--- config.mk ---
export PLATFORM = sky130hd
export DESIGN_NAME = level_sequencer
export DESIGN_NICKNAME = d
export VERILOG_FILES = /design/src/rtl/level_sequencer_pkg.sv /design/src/rtl/level_sequencer_sec_timer.sv /design/src/rtl/level_sequencer.sv
export SDC_FILE = /design/constraint.sdc
export NUM_CORES = 1
export LEC_CHECK = 0
export CAP_MARGIN = 15
export CORE_UTILIZATION = 51
export CTS_BUF_LIST = sky130_fd_sc_hd__clkbuf_8
export CTS_CLUSTER_SIZE = 24
export DETAILED_ROUTE_END_ITERATION = 8
export PLACE_DENSITY = 0.83
export RECOVER_POWER = 50
export REMOVE_ABC_BUFFERS = 1
export SLEW_MARGIN = 25
export SYNTH_ARGS = -nofsm -noshare
export SYNTH_HDL_FRONTEND = slang
export SYNTH_SLANG_ARGS = --single-unit
export TNS_END_PERCENT = 5
--- constraint.sdc ---
create_clock -name Clk100M -period 3.85 [get_ports Clk100M]
set_input_delay 0.5775 -clock Clk100M [delete_from_list [all_inputs] [get_ports Clk100M]]
set_output_delay 0.5775 -clock Clk100M [all_outputs]
set_load 0.02 [all_outputs]
--- src/rtl/level_sequencer_pkg.sv ---
// Shared definitions for the symbol-counting game: phase encoding, widths
// and the per-level play-length rule.
package game_pkg;

  localparam int SYM_W = 8;
  localparam int LVL_W = 4;

  typedef enum logic [2:0] {
    PH_IDLE  = 3'd0,
    PH_PRE   = 3'd1,
    PH_PLAY  = 3'd2,
    PH_POST  = 3'd3,
    PH_JUDGE = 3'd4,
    PH_WIN   = 3'd5,
    PH_LOSE  = 3'd6
  } phase_e;

  // Signed 9-bit math so deep levels clamp to the floor instead of wrapping.
  function automatic logic [7:0] play_secs(
    input logic [LVL_W-1:0] lvl,
    input int               base_secs,
    input int               step_secs,
    input int               min_secs
  );
    logic signed [8:0] lvl_s;
    logic signed [8:0] min_s;
    logic signed [8:0] secs_s;
    lvl_s  = $signed({5'b00000, lvl});
    min_s  = 9'(min_secs);
    secs_s = 9'(base_secs) - 9'(step_secs) * (lvl_s - 9'sd1);
    if (secs_s < min_s) begin
      return min_s[7:0];
    end else begin
      return secs_s[7:0];
    end
  endfunction

endpackage

--- src/rtl/level_sequencer_sec_timer.sv ---
// Loadable seconds down-counter; done flags the tick that consumes the last second.
module sec_timer #(
  parameter int W = 8
) (
  input  logic         clk,
  input  logic         rst,
  input  logic         load,
  input  logic [W-1:0] load_val,
  input  logic         tick,
  output logic [W-1:0] count,
  output logic         done
);

  assign done = tick && (count == W'(1));

  // Load has priority so a phase change can reload on its ending tick.
  always_ff @(posedge clk) begin
    if (rst) begin
      count <= {W{1'b0}};
    end else if (load) begin
      count <= load_val;
    end else if (tick && (count != {W{1'b0}})) begin
      count <= count - W'(1);
    end else begin
      count <= count;
    end
  end

endmodule

--- src/rtl/level_sequencer.sv ---
// Game controller: sequences each level through countdown, play, post and
// judge, and tracks level and score until the game is won or lost.
module level_sequencer
  import game_pkg::*;
#(
  parameter int PRE_SECS       = 3,
  parameter int PLAY_SECS_BASE = 20,
  parameter int PLAY_SECS_STEP = 2,
  parameter int PLAY_SECS_MIN  = 8,
  parameter int NUM_LEVELS     = 9
) (
  input  logic             Clk100M,
  input  logic             Reset,
  input  logic             secTick,
  input  logic             startBtn,
  input  logic             levelComplete,
  input  logic [SYM_W-1:0] magicSymbolCount,
  input  logic             guessValid,
  input  logic [SYM_W-1:0] playerGuess,
  output logic             genEnable,
  output logic             postSig,
  output logic [2:0]       phase,
  output logic [LVL_W-1:0] level,
  output logic [7:0]       timeLeft,
  output logic [7:0]       score,
  output logic             guessCorrect,
  output logic             gameOver,
  output logic             gameWon
);

  phase_e           state_r;
  logic             entry_r;
  logic [SYM_W-1:0] guess_r;
  logic             guess_vld_r;
  logic [LVL_W-1:0] level_r;
  logic [7:0]       score_r;
  logic             post_r;
  logic             correct_r;

  logic             tick_en_s;
  logic             done_s;
  logic             load_s;
  logic [7:0]       load_val_s;
  logic [7:0]       count_s;
  logic             judge_ok_s;
  logic             last_level_s;

  // entry_r marks the first cycle of a state, when the timer has just been loaded.
  assign tick_en_s    = ((state_r == PH_PRE) || (state_r == PH_PLAY)) && !entry_r && secTick;
  assign judge_ok_s   = guess_vld_r && (guess_r == magicSymbolCount);
  assign last_level_s = (level_r == LVL_W'(NUM_LEVELS));

  sec_timer #(.W(8)) u_timer (
    .clk      (Clk100M),
    .rst      (Reset),
    .load     (load_s),
    .load_val (load_val_s),
    .tick     (tick_en_s),
    .count    (count_s),
    .done     (done_s)
  );

  // Timer reload value for whichever phase is about to be entered.
  always_comb begin
    load_s     = 1'b0;
    load_val_s = 8'd0;
    case (state_r)
      PH_IDLE, PH_WIN, PH_LOSE: begin
        if (startBtn) begin
          load_s     = 1'b1;
          load_val_s = 8'(PRE_SECS);
        end else begin
          load_s     = 1'b0;
        end
      end
      PH_PRE: begin
        if (done_s) begin
          load_s     = 1'b1;
          load_val_s = play_secs(level_r, PLAY_SECS_BASE, PLAY_SECS_STEP, PLAY_SECS_MIN);
        end else begin
          load_s     = 1'b0;
        end
      end
      PH_PLAY: begin
        if (done_s) begin
          load_s     = 1'b1;
          load_val_s = 8'd0;
        end else begin
          load_s     = 1'b0;
        end
      end
      PH_JUDGE: begin
        if (judge_ok_s && !last_level_s) begin
          load_s     = 1'b1;
          load_val_s = 8'(PRE_SECS);
        end else begin
          load_s     = 1'b0;
        end
      end
      default: begin
        load_s     = 1'b0;
        load_val_s = 8'd0;
      end
    endcase
  end

  // Phase sequencing, guess capture and level/score bookkeeping.
  always_ff @(posedge Clk100M) begin
    if (Reset) begin
      state_r     <= PH_IDLE;
      entry_r     <= 1'b0;
      guess_r     <= {SYM_W{1'b0}};
      guess_vld_r <= 1'b0;
      level_r     <= {LVL_W{1'b0}};
      score_r     <= 8'd0;
      post_r      <= 1'b0;
      correct_r   <= 1'b0;
    end else begin
      entry_r   <= 1'b0;
      post_r    <= 1'b0;
      correct_r <= 1'b0;
      case (state_r)
        PH_IDLE, PH_WIN, PH_LOSE: begin
          if (startBtn) begin
            state_r <= PH_PRE;
            entry_r <= 1'b1;
            level_r <= LVL_W'(1);
            score_r <= 8'd0;
          end
        end
        PH_PRE: begin
          if (done_s) begin
            state_r <= PH_PLAY;
            entry_r <= 1'b1;
          end
        end
        PH_PLAY: begin
          if (done_s) begin
            state_r     <= PH_POST;
            entry_r     <= 1'b1;
            post_r      <= 1'b1;
            guess_r     <= {SYM_W{1'b0}};
            guess_vld_r <= 1'b0;
          end
        end
        PH_POST: begin
          if (guessValid) begin
            guess_r     <= playerGuess;
            guess_vld_r <= 1'b1;
          end
          if (levelComplete) begin
            state_r <= PH_JUDGE;
            entry_r <= 1'b1;
          end
        end
        PH_JUDGE: begin
          entry_r <= 1'b1;
          if (judge_ok_s) begin
            correct_r <= 1'b1;
            score_r   <= (score_r == 8'd255) ? 8'd255 : score_r + 8'd1;
            if (last_level_s) begin
              state_r <= PH_WIN;
            end else begin
              state_r <= PH_PRE;
              level_r <= level_r + LVL_W'(1);
            end
          end else begin
            state_r <= PH_LOSE;
          end
        end
        default: begin
          state_r <= PH_IDLE;
        end
      endcase
    end
  end

  assign phase        = state_r;
  assign level        = level_r;
  assign timeLeft     = count_s;
  assign score        = score_r;
  assign postSig      = post_r;
  assign guessCorrect = correct_r;
  assign genEnable    = (state_r == PH_PLAY);
  assign gameOver     = (state_r == PH_WIN) || (state_r == PH_LOSE);
  assign gameWon      = (state_r == PH_WIN);

endmodule

==> results.cfg, run 1 <==
[run_status]
status = complete, no violations

[floorplan]
rows = 24
start_util = 0.534
core-area_um2 = 4380
chipHeight_um = 69.8
fp.dieW_um = 69.8
die_area_um2 = 4870
ios = 50

[critical_path]
critPathArrivalTime_ns = 3.16
path_buf_inv = 1
cp_slowest_stage_delay_ns = 0.53
cp_top_family = simple AND/OR/NAND/NOR gates
critPathCaptureType = flip-flop
path_class = flip-flop to flip-flop
required_ns = 4.06
cp_max_fo = 11
path_cells = inv_1 > ha_1 > or3b_2 > a21oi_1 > o31a_1 > nor3_1 > ha_1 > nor2_1 > nor3_1 > o32ai_1 > a211oi_1
cp-start-kind = flip-flop
slowest_stage = dfxtp_1

[layout]
final_common_cell = dfxtp_1
finalNetCount = 358
drive_gt1_frac = 0.0758
final_cell_mix = 35 x dfxtp_1, 30 x nor2_1, 25 x clkdlybuf4s50_1, 24 x dlygate4sd3_1, 23 x nand2_1
synthToLayoutAreaGrowth_pct = 23.7
regArea_um2 = 701
fillers = 386
multi_input_area_um2 = 1490
antenna_cells = 0

[power]
peakVddDrop_mv = 0.185
p_leak_nw = 1.07
power.density_nw_per_um2 = 356

[clock_network]
cts_resized = 0
clock_latency_ns = 0.29
cts_hold_buffers = 0
cts_tree = yes
cts.sinks = 35
cts_root_buffer = clkbuf_8
clock_path_buffers = 2
cts_setup_buffers = 0
cts_buffers = 5
clk_pin_slew_ns = 0.08
cts.htree.levels = 2

[route]
routed_wl_mm = 5.75
num_vias = 2363
viasPerCell = 6.19
firstDrtPassIters = 4
wire_per_inst_um = 15.0
final_antenna_net_count = 0
drt-initial-drc-count = 224
drc = 0

[yosys]
avgSynthCellArea_um2 = 8.19
synth_top_cell_by_area = dfxtp_1
synth_area_um2 = 2340
synth_edf_count = 0
synthArstFlopShare = 0
ys_types = 58
netlist.area_leader.share = 0.299
synthCells = 286
ys_seq_area_frac = 0.299
ys_warn_count = 0
yosys-top-cells-area = dfxtp_1 30%, nor2_1 4.8%, xnor2_1 4.1%, a31oi_1 3.7%, ha_1 3.7%
yosys_register_bits = 35
synth_top_flop_cell = dfxtp_1

[grt]
antenna_found_initial = 0
grt_busiest_layer = met2
grt_usage = 0.247
grt_pass1_vias = 2078
grt_use_met3 = 0.0567
grt_first_pass_wirelength_mm = 9.78
grtUsageMet1 = 0.343
gr-total-overflow = 0
grt_max_degree = 23
use_met2 = 0.370

[sta]
setup_tns_ns = 0
rsz0062_at_grt = no
clock_skew_ns = 0.00848
hold_viol = 0
finalMaxSlewViolations = 0
timing.final.crit_share = 0.767
setup_slack_ns = 0.896
slew_headroom = 0.447
setup_viol = 0
finalCriticalPeriod_ns = 2.95
fmax_mhz = 338
worst_pin_slew_ns = 0.825

[placement]
place_hpwl_mm = 4.14
place.gp.congestion = 0.877
preCtsSetupSlack_ns = 0.977
numPortBuffers = 49

[job]
cap_violations = 0

[min_path]
hold_path_class = flip-flop to flip-flop
Yosys cell counts, types with 2 or more instances:
cell and instances:
dfxtp_1 35, nor2_1 30, nand2_1 23, a21oi_1 15
a31oi_1 14, inv_1 13, nand3_1 12, nor3_1 11
xnor2_1 11, clkbuf_1 10, a211oi_1 9, a22oi_1 8
and3_1 7, ha_1 7, o21ai_0 6, nor3b_1 4
nor4_1 4, o31a_1 4, a311oi_1 3, and2_1 3
buf_2 3, o31ai_1 3, o32ai_1 3, o41ai_1 3
a2111oi_0 2, a211oi_2 2, a31o_2 2, buf_6 2
nand3b_1 2, nand4_1 2, nor2b_1 2, nor4_2 2
o2111ai_1 2, o21ai_1 2, or4_1 2
cells by family (layout without fill, tap and decap cells):
group,count (synthesis),in the layout,share of synthesized area
compound gates,88,88,0.281
xor+xnor,12,12,0.0481
fa+ha+maj,7,7,0.0374
buf+inv,29,73,0.0561
flops,35,35,0.299
mux,1,1,0.00481
simple gates,114,114,0.274
where the power goes:
part,switching (mW),internal (mW),leakage (nW)
sequential,0.0474,0.384,0.284
clock,0.140,0.124,0.0453
combinational,0.184,0.152,0.736
total,0.371,0.660,1.07
worst register-to-register path: stages (launching register included):
cell	delay, ns
dfxtp_1	0.53
inv_1	0.13
ha_1	0.38
or3b_2	0.46
a21oi_1	0.20
o31a_1	0.18
nor3_1	0.06
ha_1	0.31
nor2_1	0.05
nor3_1	0.20
o32ai_1	0.13
a211oi_1	0.24
cell type report:
| class | count | share of cell area |
|---|---|---|
| clock inverters | 3 | 0.00562 |
| flip-flops and latches | 35 | 0.242 |
| well taps | 52 | 0.0225 |
| repair buffers | 52 | 0.176 |
| inverters | 13 | 0.0169 |
| clock buffers | 5 | 0.0238 |
| multi-input cells | 222 | 0.513 |
routing by layer:
metal  vias up  part of all wire
met5         -                 0
met4         0             0.015
met3        11             0.062
met2        84              0.45
met1      1098              0.47
li1       1170                 -
flip-flops by register name, indices dropped and copies added (netlist names):
| register | flops |
|---|---|
| guess_r | 8 |
| score | 8 |
| u_timer.count | 8 |
| level | 4 |
| phase | 3 |
| entry_r | 1 |
| guessCorrect | 1 |
| guess_vld_r | 1 |
| postSig | 1 |
per-stage QoR:
stage | hold WS, ns | cell area (um^2) | total power [mW] | utilization | instances
after floorplan | 0.456 | 2260 | 0.668 | - | 270
after global placement | 0.495 | 2840 | 0.778 | 0.647 | 374
after detailed placement | 0.510 | 2840 | 0.785 | 0.647 | 374
after CTS | 0.525 | 2920 | 1.05 | 0.666 | 382
after global routing | 0.554 | 2900 | 1.09 | 0.660 | 382
final | 0.514 | 2900 | 1.03 | 0.660 | 382
path summary, 6_finish.rpt:
kind	start	to	slack [ns]	depth (start not counted)
min reg2reg	guess_vld_r	guess_vld_r	0.51	2
min	guess_vld_r	guess_vld_r	0.51	2
max reg2reg	level[0]	u_timer.count[3]	0.90	11
max	level[0]	u_timer.count[3]	0.90	11
Power figures use the tool's default switching activity.
==> inputs of run 2 (changes only) <==
clock period = 2.8 ns   (was 3.85 ns; I/O delays follow)
==> results.cfg, run 2 (synthesis gave the netlist of run 1 again) <==
[sta]
worst_pin_slew_ns = 0.925
hold_viol = 0
setup_tns_ns = 0
slew_headroom = 0.377
finalMaxSlewViolations = 0
setup_viol = 0
fmax_mhz = 379
clock_skew_ns = 0.00816
timing.final.crit_share = 0.941
finalCriticalPeriod_ns = 2.64

[power]
p_sw_frac = 0.349
switching_power_uw = 522
p_leak_nw = 1.14
power_mw = 1.49
seqPwrFrac = 0.391
clkPwrFrac = 0.272
p_int_uw = 972
power.density_nw_per_um2 = 497
peakVddDrop_mv = 0.323
combPwrFrac = 0.337

[layout]
drive_gt1_frac = 0.106
finalNetCount = 368
synthToLayoutAreaGrowth_pct = 28.4
antenna_cells = 0
final_cell_mix = 35 x dfxtp_1, 30 x nor2_1, 26 x clkdlybuf4s50_1, 23 x nand2_1, 23 x dlygate4sd3_1
final_common_cell = dfxtp_1
fillers = 392

[placement]
place.gp.congestion = 0.864
numPortBuffers = 49
place_hpwl_mm = 4.44

[clock_network]
clock_latency_ns = 0.29
cts_root_buffer = clkbuf_8
cts.htree.levels = 2
cts_hold_buffers = 0
cts_buffers = 5
clk_pin_slew_ns = 0.07
cts_tree = yes
clock_path_buffers = 2
cts.sinks = 35

[grt]
gr-total-overflow = 0
use_met2 = 0.427
grt_pass1_vias = 2230
grtUsageMet1 = 0.322
grt_use_met3 = 0.0596
grt_usage = 0.251
grt_first_pass_wirelength_mm = 10.0
grt_busiest_layer = met2
antenna_found_initial = 0
grt_max_degree = 19

[min_path]
min_from = guess_vld_r
hold_path_class = flip-flop to flip-flop

[floorplan]
fp.dieW_um = 69.8
core-area_um2 = 4380
rows = 24
die_area_um2 = 4870
start_util = 0.534
ios = 50
chipHeight_um = 69.8

[route]
routed_wl_mm = 5.89
drt-initial-drc-count = 257
num_vias = 2429
firstDrtPassIters = 4
wire_per_inst_um = 15.0
viasPerCell = 6.20
final_antenna_net_count = 0
drc = 0

[job]
cap_violations = 0

[critical_path]
path_class = flip-flop to flip-flop
required_ns = 3.01
cp-startpoint = level[1]
critPathArrivalTime_ns = 2.84
cp-start-kind = flip-flop
cp_max_fo = 5
timing.rr.start = level[1]
critPathCaptureType = flip-flop

[run_status]
status = complete, no violations
## run 2: layout make-up
type	instances	area (um^2)	share of cell area
Clock buffer	7	96.3	0.0321
Clock inverter	1	3.75	0.00125
Inverter	13	48.8	0.0162
Multi-Input combinational cell	222	1510	0.504
Sequential cell	35	701	0.233
Tap cell	52	65.1	0.0216
Timing Repair Buffer	62	577	0.192
## run 2: routing by layer
| layer | vias to the layer above | routed length (um) |
|---|---|---|
| li1 | 1185 | - |
| met1 | 1129 | 2600 |
| met2 | 107 | 2840 |
| met3 | 8 | 400 |
| met4 | 0 | 44 |
| met5 | - | 0 |
## run 2: path summary, 6_finish.rpt
kind         slack [ns]          endpoint  cells after the start
max                0.16  u_timer.count[3]                     11
min                0.52       guess_vld_r                      2
max reg2reg        0.16  u_timer.count[3]                     11
min reg2reg        0.52       guess_vld_r                      2
## run 2: repair_timing
item,CTS,global route
buffers inserted,0,0
gates resized for setup,0,1
setup endpoints to repair,0,1
## run 2: critical path, cell delays in order, from the launching register on
cell and delay (ns):
dfxtp_1 0.33, inv_1 0.09, ha_1 0.36, or3b_2 0.45, a21oi_1 0.20, o31a_1 0.19, nor3_1 0.06, ha_1 0.31
nor2_1 0.05, nor3_2 0.16, o32ai_1 0.10, a211oi_1 0.25
## run 2: per-stage QoR
stage	std cells	setup WS (ns)	util	hold slack [ns]	cell area, um^2
global route	392	-0.000583	0.686	0.558	3010
CTS	392	0.150	0.687	0.522	3010
detailed placement	384	0.160	0.664	0.505	2910
global placement	384	0.270	0.664	0.492	2910
finish	392	0.165	0.686	0.519	3010
floorplan	270	0.00614	-	0.456	2260
## run 2: power by group through the flow
stage	logic, mW	registers (mW)	clock network [mW]
2_1_floorplan	0.293	0.626	0
3_3_place_gp	0.492	0.594	0
3_5_place_dp	0.503	0.597	0
4_1_cts	0.506	0.585	0.409
5_1_grt	0.547	0.592	0.431
6_report	0.504	0.585	0.406
==> inputs of run 3 (changes only) <==
SETUP_SLACK_MARGIN = 0.5   (was not set)
==> results.cfg, run 3 (synthesis gave the netlist of run 1 again) <==
[run_status]
status = complete, no violations

[layout]
finalNetCount = 369
final_cell_mix = 31 x dfxtp_1, 30 x nor2_1, 25 x clkdlybuf4s50_1, 24 x dlygate4sd3_1, 23 x nand2_1
antenna_cells = 0
final_cell_area_um2 = 3060
synthToLayoutAreaGrowth_pct = 30.7
final_common_cell = dfxtp_1
drive_gt1_frac = 0.144

[critical_path]
path_class = flip-flop to output port
ff2ff_path_depth = 11
path_cells = and3b_1 > clkdlybuf4s50_1
cp_max_fo = 18
required_ns = 2.38
rrSetupSlack_ns = 0.46
critPathArrivalTime_ns = 1.97
cp_slowest_stage_delay_ns = 0.66
critPathCaptureType = output port
cp_top_family = flip-flops
slowest_stage = dfxtp_1
timing.rr.start = level[1]
r2r-end = u_timer.count[3]
cp-startpoint = phase[2]
cp-start-kind = flip-flop
crit_path_end = gameWon
path_buf_inv = 1
cp.depth = 2

[sta]
worst_pin_slew_ns = 0.913
timing.final.crit_share = 0.853
finalCriticalPeriod_ns = 2.39
finalMaxSlewViolations = 0
setup_slack_ns = 0.412
slew_headroom = 0.385
clock_skew_ns = 0.00803
setup_viol = 0
hold_viol = 0
setup_tns_ns = 0
rsz0062_at_grt = yes
fmax_mhz = 419

[grt]
grt_usage = 0.253
gr-total-overflow = 0
grt_max_degree = 19
grt_pass1_vias = 2256
grt_first_pass_wirelength_mm = 10.1
antenna_found_initial = 0

[placement]
place.gp.congestion = 0.864
preCtsSetupSlack_ns = 0.160
dpl-instance-area_um2 = 2910
place_hpwl_mm = 4.44
numPortBuffers = 49

[min_path]
min_path_cells = 2
hold_path_class = flip-flop to flip-flop

[power]
power.density_nw_per_um2 = 494
peakVddDrop_mv = 0.329
p_leak_nw = 1.16

[route]
drc = 0
firstDrtPassIters = 5
routed_wl_mm = 5.96
wire_per_inst_um = 15.2
viasPerCell = 6.22
drt-initial-drc-count = 242
num_vias = 2444
final_antenna_net_count = 0

[clock_network]
cts.htree.levels = 2
clk_pin_slew_ns = 0.07
cts.sinks = 35
clock_path_buffers = 2
clock_latency_ns = 0.29
cts_buffers = 5
cts_root_buffer = clkbuf_8
cts_tree = yes

[floorplan]
fp.dieW_um = 69.8
start_util = 0.534
core-area_um2 = 4380
ios = 50
die_area_um2 = 4870
chipHeight_um = 69.8
rows = 24

[job]
cap_violations = 0
[run 3: changes by cell type in the layout (fill, tap and decap cells not counted), moves of 2 or more]
| cell | previous run | this run |
|---|---|---|
| buf_4 | 10 | 12 |
| inv_1 | 14 | 12 |
| dfxtp_1 | 35 | 31 |
| dfxtp_2 | 0 | 4 |
[run 3: repair_timing]
action,4_1_cts,5_1_grt
endpoints found under the setup margin,7,10
resized for setup,12,3
hold endpoints to repair,0,0
buffers inserted,1,0
hold buffers,0,0
pin swaps,6,2
[run 3: final cells by class]
type                            instances  area, um^2
Inverter                               13        51.3
Clock buffer                            7        96.3
Tap cell                               52        65.1
Clock inverter                          1        3.75
Multi-Input combinational cell        222        1550
Sequential cell                        35         706
Timing Repair Buffer                   63         588
Fill cell                             377        1330
[run 3: worst min path at each step]
stage	end	slack, ns	startpoint
CTS	guess_vld_r	0.52	guess_vld_r
finish	guess_vld_r	0.52	guess_vld_r
global route	guess_r[6]	0.56	guess_r[6]
floorplan	guess_vld_r	0.46	guess_vld_r
global placement	guess_vld_r	0.49	guess_vld_r
detailed placement	guess_vld_r	0.51	guess_vld_r
[run 3: stage by stage]
stage,total power [mW],hold slack [ns],cells,util
after global placement,1.09,0.492,384,0.664
after floorplan,0.919,0.456,270,-
after detailed placement,1.10,0.505,384,0.664
after CTS,1.51,0.522,393,0.696
after global routing,1.59,0.558,393,0.698
final,1.51,0.519,393,0.698
[run 3: worst register-to-register path: stages (launching register included)]
cell	delay [ns]
dfxtp_2	0.35
inv_4	0.05
ha_4	0.26
or3b_4	0.37
a21oi_2	0.16
o31a_1	0.18
nor3_2	0.06
ha_1	0.31
nor2_1	0.05
nor3_2	0.15
o32ai_1	0.10
a211oi_1	0.21
[run 3: where the power goes]
group / switching, mW / internal, mW
logic: 0.287 / 0.231
clock network: 0.185 / 0.221
registers: 0.0565 / 0.530
total: 0.528 / 0.982
[run 3: metal layers]
layer	global-route usage	wire (um)	up-vias
met5	0	0	-
met4	0.0578	53	0
met3	0.0567	355	8
met2	0.435	2890	99
li1	-	-	1189
met1	0.323	2660	1148
